### src/rtl/rib_arbiter.sv
// rib_arbiter: registered arbiter and transaction sequencer for the RIB bus.
//
// Three masters share one bus path: m0 = ex/mem, m1 = instruction fetch
// (default owner), m2 = JTAG/debug. A grant is held until the addressed
// slave acks. Locked back-to-back transfers are supported, and a watchdog
// forces a release with an error ack when a slave never answers.
//
// Optional feature macro: RIB_ARB_STARVE_GUARD_EN
//   Defined   : per-master 4-bit wait counters. A master that has waited
//               15 cycles wins the next arbitration, and it breaks any lock
//               held by another master at that master's next ack.
//   Undefined : plain fixed-priority or round-robin arbitration.
module rib_arbiter #(
  parameter int PRIO_MODE      = 0,    // 0: fixed m0 > m2 > m1, 1: round-robin
  parameter int TIMEOUT_CYCLES = 256,  // BUSY cycles without ack before release
  parameter int CNT_W          = 16    // watchdog width, must hold TIMEOUT_CYCLES
) (
  input  logic       clk,
  input  logic       rst,          // asynchronous, active low
  input  logic [2:0] m_req_i,
  input  logic [2:0] m_lock_i,
  input  logic       bus_ack_i,
  output logic [1:0] grant_o,
  output logic       grant_vld_o,
  output logic       hold_flag_o,
  output logic [2:0] err_ack_o,
  output logic       timeout_o
);

  typedef enum logic [1:0] {
    ST_IDLE = 2'd0,
    ST_BUSY = 2'd1,
    ST_TOUT = 2'd2
  } state_e;

  localparam logic [1:0]       GRANT_NONE = 2'd3;
  localparam logic [CNT_W-1:0] WDOG_LAST  = CNT_W'(TIMEOUT_CYCLES - 1);

  state_e           state_q;
  logic [1:0]       grant_q;
  logic             grant_vld_q;
  logic [2:0]       err_ack_q;
  logic             timeout_q;
  logic [CNT_W-1:0] wdog_q;
  logic [1:0]       ptr_q;        // last granted master, round-robin origin

  logic [2:0]       starved;      // masters whose wait counter is saturated
  logic [2:0]       req_others;   // pending requests excluding the owner
  logic             lock_kept;    // owner keeps the bus across this ack
  logic             grant_rel;    // owner finishes or abandons this cycle
  logic             load_en;      // a new winner is loaded at the next edge
  logic [1:0]       load_idx;     // that winner

  // One-hot decode of an encoded master index; GRANT_NONE decodes to zero.
  function automatic logic [2:0] onehot(input logic [1:0] idx);
    return 3'b001 << idx;
  endfunction

  // Successor of a master index in the ring 0 -> 1 -> 2 -> 0.
  function automatic logic [1:0] ring_next(input logic [1:0] idx);
    return (idx == 2'd2) ? 2'd0 : idx + 2'd1;
  endfunction

  // Fixed priority order m0, m2, m1.
  function automatic logic [1:0] pick_fixed(input logic [2:0] req);
    if (req[0]) return 2'd0;
    if (req[2]) return 2'd2;
    if (req[1]) return 2'd1;
    return GRANT_NONE;
  endfunction

  // Round-robin: search starts just after the last granted master.
  function automatic logic [1:0] pick_rr(input logic [2:0] req,
                                         input logic [1:0] ptr);
    logic [1:0] c1;
    logic [1:0] c2;
    c1 = ring_next(ptr);
    c2 = ring_next(c1);
    if (req[c1])  return c1;
    if (req[c2])  return c2;
    if (req[ptr]) return ptr;
    return GRANT_NONE;
  endfunction

  // Starved requesters win first (lowest index), otherwise the configured
  // policy decides.
  function automatic logic [1:0] arbitrate(input logic [2:0] req,
                                           input logic [1:0] ptr,
                                           input logic [2:0] hungry);
    logic [2:0] urgent;
    urgent = req & hungry;
    if (urgent[0]) return 2'd0;
    if (urgent[1]) return 2'd1;
    if (urgent[2]) return 2'd2;
    if (PRIO_MODE == 1) return pick_rr(req, ptr);
    return pick_fixed(req);
  endfunction

`ifdef RIB_ARB_STARVE_GUARD_EN
  logic [3:0] wait_q [3];

  for (genvar m = 0; m < 3; m++) begin : g_starve
    assign starved[m] = (wait_q[m] == 4'hF);

    // Count cycles a master requests without owning the bus; clear on grant.
    // NOTE: small control arrays like this are reset explicitly because their
    // value steers arbitration right after reset; data RAMs would not be.
    always_ff @(posedge clk or negedge rst) begin
      if (!rst) begin
        wait_q[m] <= 4'h0;
      end else if (load_en && (load_idx == 2'(m))) begin
        wait_q[m] <= 4'h0;
      end else if (m_req_i[m] && !(grant_vld_q && (grant_q == 2'(m)))
                   && (wait_q[m] != 4'hF)) begin
        wait_q[m] <= wait_q[m] + 4'h1;
      end
    end
  end
`else
  assign starved = 3'b000;
`endif

  // Decide whether the owner releases the bus and who would be loaded next.
  // NOTE: every signal gets a default at the top so no path leaves one
  // unassigned, which would otherwise infer a latch.
  always_comb begin
    req_others = m_req_i & ~onehot(grant_q);
    lock_kept  = m_lock_i[grant_q] & ~|(starved & ~onehot(grant_q));
    grant_rel  = 1'b0;
    load_en    = 1'b0;
    load_idx   = GRANT_NONE;
    if (state_q == ST_IDLE) begin
      load_en  = |m_req_i;
      load_idx = arbitrate(m_req_i, ptr_q, starved);
    end else if (state_q == ST_BUSY) begin
      // An abandoned request counts as an unlocked completion.
      grant_rel = ~m_req_i[grant_q] | (bus_ack_i & ~lock_kept);
      load_en   = grant_rel & (|req_others);
      load_idx  = arbitrate(req_others, ptr_q, starved);
    end
  end

  // Sequencer FSM with registered grant, error and timeout outputs.
  // NOTE: sequential state uses non-blocking assignments so every register
  // samples pre-edge values, independent of statement order.
  always_ff @(posedge clk or negedge rst) begin
    if (!rst) begin
      state_q     <= ST_IDLE;
      grant_q     <= GRANT_NONE;
      grant_vld_q <= 1'b0;
      err_ack_q   <= 3'b000;
      timeout_q   <= 1'b0;
      wdog_q      <= '0;
      ptr_q       <= 2'd1;
    end else begin
      // Error ack and timeout are single-cycle pulses.
      err_ack_q <= 3'b000;
      timeout_q <= 1'b0;
      unique case (state_q)
        ST_IDLE: begin
          if (load_en) begin
            state_q     <= ST_BUSY;
            grant_q     <= load_idx;
            grant_vld_q <= 1'b1;
            ptr_q       <= load_idx;
            wdog_q      <= '0;
          end
        end
        ST_BUSY: begin
          if (grant_rel) begin
            if (load_en) begin
              // Hand over directly, no IDLE bubble.
              grant_q <= load_idx;
              ptr_q   <= load_idx;
              wdog_q  <= '0;
            end else begin
              state_q     <= ST_IDLE;
              grant_q     <= GRANT_NONE;
              grant_vld_q <= 1'b0;
            end
          end else if (bus_ack_i) begin
            // Locked transfer completed: keep the bus, restart the watchdog.
            wdog_q <= '0;
          end else if (wdog_q == WDOG_LAST) begin
            // The grant stays visible on grant_o to name the offender.
            state_q     <= ST_TOUT;
            grant_vld_q <= 1'b0;
            timeout_q   <= 1'b1;
            err_ack_q   <= onehot(grant_q);
            ptr_q       <= grant_q;
          end else begin
            wdog_q <= wdog_q + CNT_W'(1);
          end
        end
        ST_TOUT: begin
          state_q <= ST_IDLE;
          grant_q <= GRANT_NONE;
          wdog_q  <= '0;
        end
        default: begin
          state_q     <= ST_IDLE;
          grant_q     <= GRANT_NONE;
          grant_vld_q <= 1'b0;
          wdog_q      <= '0;
        end
      endcase
    end
  end

  assign grant_o     = grant_q;
  assign grant_vld_o = grant_vld_q;
  assign err_ack_o   = err_ack_q;
  assign timeout_o   = timeout_q;

  // Stall the pipeline whenever a non-fetch master wants or owns the bus.
  assign hold_flag_o = rst & (m_req_i[0] | m_req_i[2] |
                              (grant_vld_q & (grant_q != 2'd1)));

endmodule

### config.mk
export PLATFORM = sky130hd
export DESIGN_NAME = rib_arbiter
export DESIGN_NICKNAME = d
export VERILOG_FILES = /design/src/rtl/rib_arbiter.sv
export SDC_FILE = /design/constraint.sdc
export NUM_CORES = 1
export LEC_CHECK = 0
export CAP_MARGIN = 10
export CORE_UTILIZATION = 59
export DETAILED_ROUTE_END_ITERATION = 6
export GPL_ROUTABILITY_DRIVEN = 0
export PLACE_DENSITY = 0.91
export SKIP_LAST_GASP = 1
export SLEW_MARGIN = 0
export SYNTH_ARGS = -nofsm -noshare
export SYNTH_HDL_FRONTEND = slang
export SYNTH_SLANG_ARGS = --single-unit
### constraint.sdc
create_clock -name clk -period 5.6 [get_ports clk]
set_clock_uncertainty 0.2 [all_clocks]
set_input_delay 1.12 -clock clk [delete_from_list [all_inputs] [get_ports clk]]
set_output_delay 1.12 -clock clk [all_outputs]
set_load 0.005 [all_outputs]
### Word-level counts from Yosys, hierarchy flattened

Cells that the tools add are included.

* flip-flop bits (word level): 25
* input port bits: 9
* output and inout bits: 8

* $add $sub $neg: 1
* magnitude comparators: 1
* equality and inequality tests: 10
* shifts and indexed selects: 1
* multiplexer cells: 110
* bitwise operators: 12
* reductions and logical operators: 6

Operators by type and width (count)
* 1-bit 2-to-1 mux: 69
* 16-bit 2-to-1 mux: 4
* 2-bit 2-to-1 mux: 27
* 16-bit case mux with 2 select lines: 1
* 16-bit by 1-bit adder with 16-bit output, second input constant: 1
* 16-bit by 8-bit == test with 1-bit output, second input constant: 1
* 3-bit 2-to-1 mux: 4
* 2-bit case mux with 2 select lines: 2
* 3-bit != test, second input constant: 2
* 3-bit OR reduction: 2
* 5-bit AND reduction: 1
* 1-bit bitwise AND: 4
* 1-bit binary-select mux with 2-bit select: 2
* 2-bit != test, second input constant: 2
* 4-bit != test, second input constant: 1
* 4-bit AND reduction: 1
* 3-bit bitwise AND: 1
* 2-bit by 3-bit < comparator with 1-bit output, second input constant: 1
* 3-bit by 2-bit != test with 1-bit output, second input constant: 1
* 1-bit NOT: 3
* 3-bit NOT: 1
* 1-bit bitwise OR: 3
* 1-bit case mux with 3 select lines: 1
* 1-bit by 2-bit left shift with 3-bit output, first input constant: 1
* other kinds (5): 5

### Depth between registers and ports, before layout

Gate-level depths: netlist (run 1).

* word-level depth: 38
* depth in mapped cells: 8
* depth with buffers taken out: 7

### Worst setup path before layout (run 1)

Ideal clock, no wire load.

* path kind: input port to output port
* start point: input m_req_i[0]
* end point: output hold_flag_o
* arrival time: 1.529 ns
* data required time: 4.280 ns
* path slack: 2.751 ns
* cell stages on the path: 3
* cell sequence: clkbuf_2 a211oi_1 nor2b_1

* word-level cells in the longest chain between the ends: 3

RTL lines
* start, declared: RTL line 20 `input logic [2:0] m_req_i,`
* 1-bit bitwise OR (2 in a row): RTL line 216 `assign hold_flag_o = rst & (m_req_i[0] | m_req_i[2] |`
* 1-bit bitwise AND: RTL line 216
* end, declared: RTL line 25 `output logic hold_flag_o,`

No other way between the ends.

### Worst setup path after layout (run 1)

* start point: input rst
* end point: output hold_flag_o

* word-level cells in the longest chain between the ends: 1

RTL lines
* start, declared: RTL line 19 `input logic rst,`
* 1-bit bitwise AND: RTL line 216

No other way between the ends.

==> results of run 1 <==
[area by class of cell]
type,count,area [sq um]
Inverter,7,26.3
Timing Repair Buffer,17,168
Clock inverter,1,5.00
Multi-Input combinational cell,132,825
Sequential cell,25,628
Tap cell,30,37.5
Clock buffer,3,22.5
Fill cell,197,743
[cell usage in the layout, fill, tap and decap left out, types with 5 or more instances in the layout]
cell type        instances
nor2_1                  23
clkdlybuf4s50_1         16
o31ai_1                  6
inv_1                    7
nand3_1                  9
o21ai_0                 13
nand2_1                 11
nor3_1                   6
a21oi_1                  9
and3_1                   5
dfrtp_1                 23
[registers in the layout (all words and copies together), names as in the netlist]
register	count
wdog_q	16
err_ack_o	3
grant_o	2
state_q	2
grant_vld_o	1
timeout_o	1
[per-layer routing]
| metal | up-vias | global-route usage | routed length [microns] |
|---|---|---|---|
| li1 | 656 | - | - |
| met1 | 679 | 0.352 | 1430 |
| met2 | 43 | 0.456 | 1700 |
| met3 | 9 | 0.0406 | 128 |
| met4 | 0 | 0.154 | 80 |
| met5 | - | 0 | 0 |
[power groups by stage]
stage               Sequential (uW)  Clock, uW  Combinational [uW]
CTS                             243       83.1                 242
floorplan                       222          0                 198
finish                          243       83.6                 241
detailed placement              246          0                 242
global placement                243          0                 231
global route                    248       90.8                 266
[cells by family (layout without fill, tap and decap cells)]
logic type	count (synthesis)	count (layout)	share of synthesized area
compound gates	50	50	0.221
buf+inv	14	28	0.0429
simple gates	78	78	0.293
mux	3	3	0.0206
flops	25	25	0.414
fa+ha+maj	1	1	0.00824
[worst min-delay path by stage]
stage,start,endpoint,slack (ps),depth (start not counted)
after floorplan,wdog_q[15],wdog_q[15],250,1
after global placement,wdog_q[15],wdog_q[15],280,1
after detailed placement,wdog_q[15],wdog_q[15],300,1
after CTS,wdog_q[15],wdog_q[15],320,1
after global routing,wdog_q[15],wdog_q[15],350,1
final,wdog_q[11],wdog_q[11],320,1
[per-stage QoR]
step	setup WS [ps]	area, sq um	instances
detailed placement	1710	1680	211
finish	1730	1710	215
global placement	1710	1680	211
global route	1640	1710	215
floorplan	2750	1520	171
CTS	1700	1710	215
==> out/summary.log, run 1 <==
qor: run_status.status completed
qor: grt.grt_first_pass_wirelength 5610 microns
qor: route.avgRoutedWirePerCell 15.5 microns
qor: power.max_vdd_drop 0.229 mV
qor: finish.utilization 0.697
qor: clock_network.clock_sinks 25
qor: synthesis.synth-main-ff-cell dfrtp_1
qor: route.postRouteAntennaNets 0
qor: synthesis.postSynth.asyncResetShare 1.00
qor: power.power.share.clock 0.147
qor: grt.globalRouteTotalUtil 0.279
qor: worst_setup_path.timing.critical_path.slowest_stage_cell clkdlybuf4s50_1
qor: worst_setup_path.critical_path_class in2out
qor: placed_design.hpwl 2500 microns
qor: timing.min_period 3870 ps
qor: floorplanning.floorplan.initialDensity 0.618
qor: power.power_density 331 nW/um^2
qor: timing.final.period_utilization 0.691
qor: worst_setup_path.worst_path_largest_cell_delay 500 ps
qor: synthesis.yosysSeqAreaShare 0.414
qor: synthesis.synth.top_cell.area_share 0.379
qor: power.power.internal 341 uW
qor: synthesis.syn-instance-count 171
qor: synthesis.synth_largest_area_cell dfrtp_1
qor: synthesis.netlist_area 1520 sq um
qor: power.fin_total_pwr 567 uW
qor: route.dr_total_vias 1387
qor: clock_network.cts.path.max_buffers 2
qor: timing.tns 0 ps
qor: synthesis.synth_edf_count 0
qor: clock_network.tritoncts_clock_tree built
qor: power.power.net_switching 226 uW
qor: worst_setup_path.endpoint hold_flag_o
qor: floorplanning.die-height 52.7 microns
qor: synthesis.synth.area.top_cells dfrtp_1 38%, nor2_1 5.7%, o21ai_0 4.3%
qor: clock_network.clkLatencyLatePin 330 ps
qor: clock_network.post_cts.repair.setup_buffers 0
qor: route.detailedRoute.firstPassIterationCount 4
qor: finish.num_antenna_cells 0
qor: worst_setup_path.critical_path_required 4280 ps
qor: floorplanning.die_area 2780 sq um
qor: timing.worst_pin_slew 554 ps
qor: clock_network.cts_hold_repair.buffers 0
qor: timing.timing.slew.headroom 0.630
qor: worst_setup_path.crit_path_cells clkdlybuf4s50_1 -> buf_4 -> nor2b_1 -> clkdlybuf4s50_1
qor: placed_design.number_of_port_buffers 16
qor: synthesis.syn_area_per_cell 8.88 sq um
qor: clock_network.cts_resized 0
qor: power.share_of_power_burned_in_combinational_logic 0.424
qor: timing.timing.hold.ws 319 ps
qor: synthesis.netlist-cell-type-count 47
qor: worst_setup_path.worst-path-max-fanout 26
qor: floorplanning.die_w 52.7 microns
qor: timing.report.final.slew_viol_count 0
qor: worst_setup_path.cp-end-kind primary output
qor: route.post_drt_via_cell_ratio 6.45
qor: grt.grt-ovfl-total 0
qor: worst_setup_path.crit_arrival 2550 ps
qor: worst_setup_path.start_kind primary input
qor: clock_network.cts_made_buffers 3
qor: worst_setup_path.regToRegSetupSlack 3230 ps
qor: worst_hold_path.hp-class reg2reg
qor: clock_network.clock_tree.htree_level_count 1
qor: timing.setup_viol 0
qor: power.netSwitchingFraction 0.399
qor: synthesis.synth_common_cells 23 x dfrtp_1, 23 x nor2_1, 13 x o21ai_0, 11 x nand2_1
qor: finish.flow.area_growth_from_synthesis 12.8%
qor: timing.max_freq 258 MHz
qor: route.drc 0
qor: timing.hold_viol 0
qor: worst_setup_path.path_depth 4
qor: worst_setup_path.worst_r2r_start grant_o[1]
qor: worst_setup_path.timing.critical_path.buf_inv 3
qor: job.max_cap_violations 0
qor: synthesis.syn-num-nets 181
qor: floorplanning.cell_rows 18
qor: finish.post_route_cells_drive_above_1_share 0.0865
qor: floorplanning.io_pins 17
qor: grt.grt_max_degree 27
qor: timing.rsz_0062_raised_after_global_routing no
qor: synthesis.synth.yosys.warnings 0
qor: grt.antenna_found_initial 0
qor: worst_setup_path.worst_path_dominant_cell_family buffers and inverters
qor: power.total_leakage_power 0.000766 uW
qor: route.first_iteration_detailed_routing_drc_count 44
qor: finish.finalNetCount 196
qor: clock_network.cts.reportedPaths.clkPinSlew 130 ps
qor: power.power.sequential.fraction 0.428
qor: floorplanning.core_area 2450 sq um
qor: clock_network.clockRootBuffer clkbuf_4
qor: worst_setup_path.r2r_cells 6
qor: grt.via_count_of_the_first_global_routing_pass 1255
qor: worst_setup_path.path_common_cell clkdlybuf4s50_1
qor: worst_setup_path.worst_setup_path_startpoint rst
qor: synthesis.synth.ff_latch_count 25
qor: route.routed_wirelength 3340 microns
qor: worst_setup_path.r2r_end wdog_q[4]
(Power assumes the default switching activity.)
==> run 2: changes to the inputs <==
--- a/config.mk
+++ b/config.mk
@@ -6,10 +6,10 @@
 export NUM_CORES = 1
 export LEC_CHECK = 0
 export CAP_MARGIN = 10
-export CORE_UTILIZATION = 59
+export CORE_UTILIZATION = 50
 export DETAILED_ROUTE_END_ITERATION = 6
 export GPL_ROUTABILITY_DRIVEN = 0
-export PLACE_DENSITY = 0.91
+export PLACE_DENSITY = 0.83
 export SKIP_LAST_GASP = 1
 export SLEW_MARGIN = 0
 export SYNTH_ARGS = -nofsm -noshare
==> constraint.sdc (replaced) <==
create_clock -name clk -period 3.5 [get_ports clk]
set_clock_uncertainty 0.2 [all_clocks]
set_input_delay 0.7 -clock clk [delete_from_list [all_inputs] [get_ports clk]]
set_output_delay 0.7 -clock clk [all_outputs]
set_load 0.005 [all_outputs]
==> run 2 against run 1 <==
Die area increased by 17%; first-iteration DRC count up 110%; sequential power rose by 60%; critical path depth unchanged; register-to-register slack worse by 2100 ps; design area barely moved; non-clock buffer count did not move; the flow now finishes with violations (DRC).
==> out/summary.log, run 2 (synthesized netlist as in run 1, its figures left out) <==
qor: run_status.status finished, violations left
qor: run_status.violations DRC
qor: timing.worst_pin_slew 522 ps [-32.4 ps]
qor: floorplanning.floorplan.initialDensity 0.541 [-0.0772]
qor: finish.finalNetCount 196 [unchanged]
qor: floorplanning.core_area 2810 sq um [+14%]
qor: route.detailedRoute.firstPassIterationCount 6 [+2]
qor: floorplanning.die_area 3260 sq um [+17%]
qor: grt.grt-ovfl-total 0 [unchanged]
qor: floorplanning.io_pins 17 [unchanged]
qor: clock_network.cts.path.max_buffers 2 [unchanged]
qor: worst_setup_path.crit_path_cells clkdlybuf4s50_1 -> a211oi_1 -> nor2b_1 -> clkdlybuf4s50_1
qor: clock_network.clkLatencyLatePin 340 ps [about the same]
qor: grt.via_count_of_the_first_global_routing_pass 1294 [+3.1%]
qor: floorplanning.die-height 57.1 microns [+8.3%]
qor: finish.flip_flop_count_of_the_largest_register_after_layout 16 [unchanged]
qor: power.power_density 531 nW/um^2 [+60%]
qor: route.avgRoutedWirePerCell 16.4 microns [+5.3%]
qor: grt.grt_max_degree 26 [-3.7%]
qor: route.drc 6 [+6]
qor: worst_setup_path.cp-end-kind primary output
qor: worst_setup_path.worst_path_largest_cell_delay 610 ps [+110 ps]
qor: worst_setup_path.path_common_cell clkdlybuf4s50_1
qor: power.max_vdd_drop 0.304 mV [+33%]
qor: worst_setup_path.worst_path_dominant_cell_family buffers and inverters
qor: power.total_leakage_power 0.000766 uW [unchanged]
qor: worst_setup_path.regToRegSetupSlack 1140 ps [-2090 ps]
qor: route.dr_total_vias 1387 [unchanged]
qor: finish.sequential_cell_area 628 sq um [unchanged]
qor: route.routed_wirelength 3530 microns [+5.8%]
qor: timing.final.period_utilization 0.836
qor: worst_setup_path.timing.critical_path.slowest_stage_cell clkdlybuf4s50_1
qor: route.post_drt_via_cell_ratio 6.42 [-0.46%]
qor: clock_network.cts_made_buffers 3 [unchanged]
qor: timing.report.final.slew_viol_count 0 [unchanged]
qor: finish.num_antenna_cells 0 [unchanged]
qor: timing.setup_viol 0 [unchanged]
qor: clock_network.clock_tree.htree_level_count 1 [unchanged]
qor: finish.utilization 0.611 [-0.0866]
qor: placed_design.place.detailed.instances 212 [+0.47%]
qor: grt.grt_first_pass_wirelength 5950 microns [+6.0%]
qor: finish.post_route_cells_drive_above_1_share 0.0865 [unchanged]
qor: timing.max_freq 342 MHz
qor: worst_setup_path.critical_path_required 2600 ps [-1680 ps]
qor: grt.antenna_found_initial 0 [unchanged]
qor: grt.globalRouteTotalUtil 0.233 [-0.0466]
qor: timing.timing.slew.headroom 0.652 [+0.0216]
qor: timing.tns 0 ps [unchanged]
qor: job.max_cap_violations 0 [unchanged]
qor: worst_setup_path.timing.critical_path.buf_inv 2 [-1]
qor: finish.multi_input_logic_area 825 sq um [unchanged]
qor: worst_setup_path.critical_path_class in2out
qor: clock_network.tritoncts_clock_tree built
qor: finish.final_cells 216 [+0.47%]
qor: placed_design.number_of_port_buffers 16 [unchanged]
qor: finish.fillCellCount 250 [+27%]
qor: route.postRouteAntennaNets 0 [unchanged]
qor: clock_network.cts.reportedPaths.clkPinSlew 140 ps [about the same]
qor: floorplanning.die_w 57.1 microns [+8.3%]
qor: floorplanning.cell_rows 19 [+1]
qor: placed_design.hpwl 2470 microns [-1.2%]
qor: route.first_iteration_detailed_routing_drc_count 94 [+110%]
qor: clock_network.clock_sinks 25 [unchanged]
qor: finish.largest-register wdog_q
qor: timing.rsz_0062_raised_after_global_routing no
qor: worst_setup_path.worst-path-max-fanout 8 [-69%]
qor: finish.flow.area_growth_from_synthesis 12.9% [about the same]
qor: clock_network.clockRootBuffer clkbuf_4
qor: finish.mostFrequentLayoutCells 23 x nor2_1, 23 x dfrtp_1, 16 x clkdlybuf4s50_1
qor: worst_setup_path.crit_arrival 2030 ps [-520 ps]
qor: timing.hold_viol 0 [unchanged]
qor: clock_network.post_cts.repair.setup_buffers 0 [unchanged]
qor: power.fin_total_pwr 910 uW [+60%]
qor: worst_setup_path.start_kind primary input
qor: clock_network.cts_hold_repair.buffers 0 [unchanged]
qor: worst_hold_path.hp-class reg2reg
qor: clock_network.cts_resized 0 [unchanged]
qor: timing.min_period 2930 ps
-- run 2: path summary, 6_finish.rpt --
kind | from | end | cells after the start
max | m_req_i[0] | hold_flag_o | 4
min | wdog_q[15] | wdog_q[15] | 1
max reg2reg | grant_o[1] | wdog_q[2] | 6
min reg2reg | wdog_q[15] | wdog_q[15] | 1
max in group asynchronous | rst | grant_o[0] | 2
min in group asynchronous | rst | timeout_o | 2
-- run 2: power by group --
group | internal (uW) | total [uW] | switching, uW
registers | 329 | 389 | 60.6
logic | 174 | 384 | 210
clock network | 43.1 | 136 | 93.4
total | 546 | 910 | 364
-- run 2: layer usage --
layer  up-vias  global-route usage  wire length (microns)  share of wire
met2        64               0.407                   1730           0.49
met4         0              0.0662                     74          0.021
met5         -                   0                      0              0
met1       657               0.305                   1450           0.41
li1        655                   -                      -              -
met3        11              0.0272                    276          0.078
-- run 2: through the flow --
step	hold WS (ps)	cell area, sq um	worst slack [ps]
after floorplan	204	1520	1230
after global placement	277	1690	611
after detailed placement	289	1690	526
after CTS	309	1710	563
after global routing	341	1710	506
final	314	1710	574
-- run 2: final cells by class --
type | count | share of cell area
inverters | 7 | 0.0153
clock inverters | 1 | 0.00292
repair buffers | 17 | 0.0979
well taps | 31 | 0.0226
flip-flops and latches | 25 | 0.367
multi-input cells | 132 | 0.481
clock buffers | 3 | 0.0131
